[src/rtl/demux_striping_param.sv]
// N-lane round-robin byte-striping demux for the clk_2f transmit path.
// Lane count is reconfigurable at stripe boundaries; flush realigns to lane 0.
module demux_striping_lane #(
  parameter int DATA_W = 32
) (
  input  logic              clk_2f,
  input  logic              reset,
  input  logic              wr_en,
  input  logic [DATA_W-1:0] wr_data,
  output logic [DATA_W-1:0] lane_q,
  output logic              vld_q
);
  always_ff @(posedge clk_2f) begin
    if (!reset) begin
      lane_q <= '0;
      vld_q  <= 1'b0;
    end else begin
      vld_q <= wr_en;
      if (wr_en) lane_q <= wr_data;
    end
  end
endmodule

module demux_striping_param #(
  parameter int DATA_W    = 32,
  parameter int NUM_LANES = 4,
  parameter int PTR_W     = 2
) (
  input  logic                        clk_2f,
  input  logic                        reset,
  input  logic                        valid_in,
  input  logic [DATA_W-1:0]           data_input,
  input  logic [PTR_W-1:0]            lane_cfg,
  input  logic                        flush,
  output logic [NUM_LANES*DATA_W-1:0] lane_data,
  output logic [NUM_LANES-1:0]        valid_out,
  output logic                        stripe_done,
  output logic [7:0]                  partial_cnt,
  output logic [PTR_W-1:0]            cfg_active
);
  logic [PTR_W-1:0] ptr, ptr_nxt, cfg_nxt, wr_sel;
  logic             wr_any, done_nxt;
  logic [7:0]       pcnt_nxt;
  logic [NUM_LANES-1:0]             wr_onehot;
  logic [NUM_LANES-1:0][DATA_W-1:0] lane_q;

  always_comb begin
    ptr_nxt  = ptr;
    cfg_nxt  = cfg_active;
    pcnt_nxt = partial_cnt;
    wr_sel   = ptr;
    wr_any   = 1'b0;
    done_nxt = 1'b0;
    if (flush) begin
      // abort the old stripe first, then a same-cycle word starts a fresh one
      cfg_nxt = lane_cfg;
      ptr_nxt = '0;
      if (ptr != '0 && partial_cnt != 8'hFF) pcnt_nxt = partial_cnt + 8'd1;
      if (valid_in) begin
        wr_sel = '0;
        wr_any = 1'b1;
        if (lane_cfg == '0) done_nxt = 1'b1;
        else                ptr_nxt  = PTR_W'(1);
      end
    end else if (valid_in) begin
      wr_any = 1'b1;
      if (ptr == cfg_active) begin
        ptr_nxt  = '0;
        done_nxt = 1'b1;
        cfg_nxt  = lane_cfg;
      end else begin
        ptr_nxt = ptr + PTR_W'(1);
      end
    end else if (ptr == '0) begin
      cfg_nxt = lane_cfg;
    end
    wr_onehot = wr_any ? (NUM_LANES'(1) << wr_sel) : '0;
  end

  always_ff @(posedge clk_2f) begin
    if (!reset) begin
      ptr         <= '0;
      cfg_active  <= lane_cfg;
      partial_cnt <= '0;
      stripe_done <= 1'b0;
    end else begin
      ptr         <= ptr_nxt;
      cfg_active  <= cfg_nxt;
      partial_cnt <= pcnt_nxt;
      stripe_done <= done_nxt;
    end
  end

  for (genvar k = 0; k < NUM_LANES; k++) begin : g_lane
    demux_striping_lane #(.DATA_W(DATA_W)) u_lane (
      .clk_2f  (clk_2f),
      .reset   (reset),
      .wr_en   (wr_onehot[k]),
      .wr_data (data_input),
      .lane_q  (lane_q[k]),
      .vld_q   (valid_out[k])
    );
  end

  assign lane_data = lane_q;
endmodule

[config.mk]
export PLATFORM = sky130hd
export DESIGN_NAME = demux_striping_param
export DESIGN_NICKNAME = d
export VERILOG_FILES = /design/src/rtl/demux_striping_param.sv
export SDC_FILE = /design/constraint.sdc
export NUM_CORES = 1
export LEC_CHECK = 0
export ABC_CLOCK_PERIOD_IN_PS = 1900
export BUFFER_PORTS_ARGS = -buffer_cell sky130_fd_sc_hd__clkbuf_2
export CAP_MARGIN = 20
export CORE_MARGIN = 3
export CORE_UTILIZATION = 45
export CTS_CLUSTER_DIAMETER = 60
export CTS_CLUSTER_SIZE = 16
export DETAILED_ROUTE_END_ITERATION = 8
export HOLD_SLACK_MARGIN = 0.06
export MAX_ROUTING_LAYER = met4
export PLACE_DENSITY = 0.78
export SLEW_MARGIN = 10
export SYNTH_ARGS = -nofsm -noshare
export SYNTH_HDL_FRONTEND = slang
export SYNTH_SLANG_ARGS = --single-unit
[constraint.sdc]
create_clock -name clk_2f -period 1.9 [get_ports clk_2f]
set_input_delay 0.19 -clock clk_2f [delete_from_list [all_inputs] [get_ports clk_2f]]
set_output_delay 0.19 -clock clk_2f [all_outputs]
set_load 0.01 [all_outputs]
==> Yosys cells after proc, flatten, opt, wreduce, memory -nomap -nowiden <==
Index checks and enable logic that the tools add are counted.
{ "word_totals": {"register_bits": 145, "wordCells": 45, "out_inout_bits": 143} }
{ "classes": {"n_shift": 1, "add_sub_neg": 2, "n_reduce_logical": 7, "n_eq_ne": 4, "mux": 19} }
{ "op_table": {"columns": ["op", "count"], "rows": [
  ["$mux W2", 10],
  ["$add A8 B1 Y8 const B", 1],
  ["$mux W1", 8],
  ["$ne A8 B8 Y1 const B", 1],
  ["$logic_not A2 Y1", 2],
  ["$mux W4", 1],
  ["$ne A4 B1 Y1 const B", 1],
  ["$ne A4 B2 Y1 const B", 1],
  ["$reduce_and A2 Y1", 2],
  ["$reduce_bool A2 Y1", 2],
  ["$shl A1 B2 Y4 const A", 1],
  ["$add A2 B1 Y2 const B", 1],
  ["$eq A2 B2 Y1", 1],
  ["$logic_and A1 B1 Y1", 1]
]} }

==> Longest topological paths before layout <==
{ "depth": {"word_depth": 5, "mapped_depth": 8, "ltp_nobuf": 6} }

==> Hierarchy <==
From an unflattened synthesis, not the netlist that was laid out.
{ "hier_totals": {"cells_unflattened": 498, "hier_area_um2": 5788.1} }
{ "by_module_without_submodules": {"columns": ["mod", "instances", "seq_area_each_um2", "cells_each", "area_each_um2"], "rows": [
  ["demux_striping_lane", 4, 660.6, 105, 1270.0],
  ["demux_striping_param", 1, 280.3, 78, 708.2]
]} }

==> Least setup slack after synthesis <==
OpenSTA, ideal clock, no wires.
{ "synth_path": {"path_type": "register to register", "startpoint": "register ptr[0]", "endpoint": "register partial_cnt[6]", "required_time_ns": 1.830, "path_buffers": 2, "setup_time_ns": 0.070, "t_arrival_ns": 1.619, "period_less_slack_ns": 1.689, "slack_ns": 0.211, "path_stages_with_launch": 9, "cell_sequence": "dfxtp_1 buf_2 inv_1 ha_1 and2b_1 o21ai_2 buf_6 or4_1 a21oi_1"} }
{ "synth_between": {"elab_chain_cells": 3} }
{ "synth_rtl": {"columns": ["item", "line", "rtl"], "rows": [
  ["start: declaration", "41", "logic [PTR_W-1:0] ptr, ptr_nxt, cfg_nxt, wr_sel;"],
  ["start signal: assignment", "87", "ptr <= ptr_nxt;"],
  ["$reduce_bool A2 Y1", "58", "if (ptr != '0 && partial_cnt != 8'hFF) pcnt_nxt = partial_cnt + 8'd1;"],
  ["$logic_and A1 B1 Y1", "58", null],
  ["$reduce_and A2 Y1 (no line)", null, null],
  ["end signal: assignment", "89", "partial_cnt <= pcnt_nxt;"],
  ["end: declaration", "38", "output logic [7:0] partial_cnt,"]
]} }
Every way passes these cells.
A chain may end at the register's enable or synchronous reset.

==> Worst setup path in the final report <==
{ "layout_path": {"startpoint": "register ptr[0]", "endpoint": "register partial_cnt[5]"} }
Same word-level chain as after synthesis.

==> impl_metrics.csv <==
group,metric,value,unit
run_status,status,"complete, no violations",
timing,setup_viol,0,
route,final_antenna_violating_net_count,0,
finish,post_route_cells_drive_above_1_share,27.0,%
yosys,yosys.area_share.simple,22.3,%
route,dr.first_iter.drc_count,379,
flow_run,cap_violations,0,
route,route.vias.total,5075,
die,ioPinCount,181,
grt,gr-total-overflow,0,
yosys,synth.yosys.seq_area_share,56.6,%
timing,final_hold_viol_count,0,
clock_network,cts_num_sinks,145,
place,gp_congestion,0.804,
critical_path,crit_path_max_fanout,12,
clock_network,clkLatencyLatePin,0.41,ns
power,finalPower,6.82,mW
yosys,synth_compound_area_share,14.9,%
timing,worst_rel_slew_slack,70.5,%
critical_path,timing.critical_path.cells,"inv_1 -> ha_1 -> and2b_1 -> o21ai_2 -> or4_1 -> a21oi_1",
timing,period_minus_slack,1.69,ns
finish,diodes,0,
die,die_y,113,um
route,avgRoutedWirePerCell,14.9,um
timing,post-route-worst-setup-slack,0.208,ns
grt,grt.met3_usage,7.27,%
finish,fin_area,7080,um2
yosys,synthMuxAreaShare,0.194,%
power,power_per_cell_area,964,nW/um2
clock_network,clockBufferDepth,2,
yosys,ys_dominant_reg_cell,"sky130_fd_sc_hd__dfxtp_1",
die,core_region_area,11000,um2
critical_path,criticalPathCategory,"reg2reg",
grt,grt_start_max_net_pins,63,
finish,commonest_cells_after_routing_fill_and_taps_aside,"sky130_fd_sc_hd__nand2_1 (261), sky130_fd_sc_hd__clkbuf_2 (180), sky130_fd_sc_hd__dfxtp_1 (143)",
place,dp_cells,933,
place,place.port_buffers,180,
finish,post-route-util,64.2,%
yosys,post_synth_fa_ha_maj_area_fraction,0.484,%
clock_network,tritoncts,"done",
grt,grt_pass1_wl,23.9,mm
yosys,yosys_warnings,0,
timing,fmax,591,MHz
timing,timing.final.max_slew_violations,0,
clock_network,ctsRootBufferMaster,"sky130_fd_sc_hd__clkbuf_16",
finish,layout_commonest_cell,"sky130_fd_sc_hd__nand2_1",
route,postRouteWirelength,14.9,mm
route,post_drt_via_cell_ratio,5.09,
yosys,count_of_flip_flops_with_a_built_in_enable_after_synthesis,2,
die,row_count,38,
power,cellLeakagePower,2.96,nW
timing,hold-worst-slack,0.0761,ns
yosys,synthesized_net_count,687,
yosys,syn_area,5170,um2
critical_path,start_kind,"register",
timing,post-route-period-util,89.0,%
yosys,post_synth_xor_area_fraction,0.678,%
route,detailedRoute.firstPassIterationCount,5,
min_path,hold_path.class,"in2reg",
grt,first_global_vias,4906,
finish,nNetsFinal,885,
die,die-area,12800,um2
power,vdd_drop_max,0.973,mV
finish,final-instance-count-excl-fill,998,
route,drc,0,
timing,grt_setup_unrepaired,"no",
place,dp_hpwl,9.28,mm
die,effective_utilization_at_floorplan,46.8,%
yosys,avgSynthCellArea,7.98,um2
timing,fin_tns_setup,0,ns
grt,grt_most_used_layer,"met2",
timing,clock-skew-final,0.00712,ns
critical_path,worst_path_dominant_cell_family,"simple AND/OR/NAND/NOR gates",
critical_path,crit_buf_inv,1,
critical_path,endpoint_type_of_the_worst_setup_path,"register",
finish,area.growth.synth_to_final,37.1,%
grt,gr-usage-met1,28.1,%
place,place_worst_setup_slack,0.234,ns
clock_network,htree_levels,4,
critical_path,cp_slowest_stage_delay,0.49,ns
grt,use_met2,39.2,%
clock_network,clkTransAtPathRegs,0.06,ns
critical_path,worst_ep_arrival_time,2.03,ns
clock_network,cts_setup_buffers,0,
yosys,netlist-cell-type-count,33,
critical_path,critical_path.slowest_cell,"sky130_fd_sc_hd__or4_1",
grt,grt_antenna_before_repair,0,
yosys,synth-seq-cells,145,
grt,grt_use_total,23.7,%
yosys,synth_top_family_by_area,"simple AND/OR/NAND/NOR gates",
clock_network,cts_buffers,17,
timing,timing_worst_slew_pin_value,0.442,ns
critical_path,worst-endpoint-required,2.24,ns
yosys,postSynthCellCount,647,
yosys,synthArstFlopShare,0,%
place,placed_area,6180,um2
die,fp.dieW,113,um
[power by group]
| group | total, mW | switching [mW] | internal [mW] |
|---|---|---|---|
| Combinational | 0.480 | 0.286 | 0.193 |
| Clock | 3.19 | 1.34 | 1.85 |
| Sequential | 3.15 | 0.0372 | 3.12 |
[cells in the mapped netlist (all sizes together), types with 3 or more instances]
master / instances / share of area, %
o31ai: 3 / 0.44
nor3: 3 / 0.29
nand2: 261 / 19
and3: 3 / 0.36
dfxtp: 143 / 55
nand3: 7 / 0.68
a21oi: 135 / 13
or4: 3 / 0.44
buf: 25 / 2.8
xnor2: 3 / 0.51
nor2: 10 / 0.73
o21ai: 4 / 0.46
inv: 4 / 0.29
clkbuf: 25 / 1.8
[cell families after synthesis]
| family | after synthesis |
|---|---|
| compound gates | 148 |
| buf+inv | 54 |
| simple gates | 293 |
| flops | 145 |
| fa+ha+maj | 2 |
| xor+xnor | 4 |
| mux | 1 |
[state kept, by name (all words and copies together), names as in the netlist]
signal                flops
partial_cnt               8
ptr                       2
g_lane.u_lane.vld_q       4
g_lane.u_lane.lane_q    128
stripe_done               1
cfg_active                2
[metal layers]
metal  routed length, um  vias to the layer above
met4                 207                        0
met5                   0                        -
met3                1100                       23
met1                6300                     2359
met2                7290                      197
li1                    -                     2496
[worst paths after layout]
kind | startpoint | end | slack, ns | cells after the start
min | data_input[0] | g_lane[2].u_lane.lane_q[0] | 0.08 | 3
max reg2reg | ptr[0] | partial_cnt[5] | 0.21 | 6
min reg2reg | g_lane[2].u_lane.lane_q[6] | g_lane[2].u_lane.lane_q[6] | 0.45 | 2
max | ptr[0] | partial_cnt[5] | 0.21 | 6
[final cells by class]
class | count | area (um2)
Fill cell | 952 | 3950
Sequential cell | 145 | 2920
Tap cell | 140 | 175
Clock inverter | 14 | 131
Multi-Input combinational cell | 448 | 1990
Timing Repair Buffer | 229 | 1400
Inverter | 4 | 17.5
Clock buffer | 18 | 439
[tightest hold or removal path, cell delays in order]
cell and delay, ns:
sky130_fd_sc_hd__clkbuf_2 0.13, sky130_fd_sc_hd__nand2_1 0.07, sky130_fd_sc_hd__a21oi_1 0.05
[timing repair]
action / CTS / global route
hold endpoints to repair: 108 / 1
hold buffers: 32 / 1
gates resized for setup: 0 / 0
(Power assumes the default switching activity.)
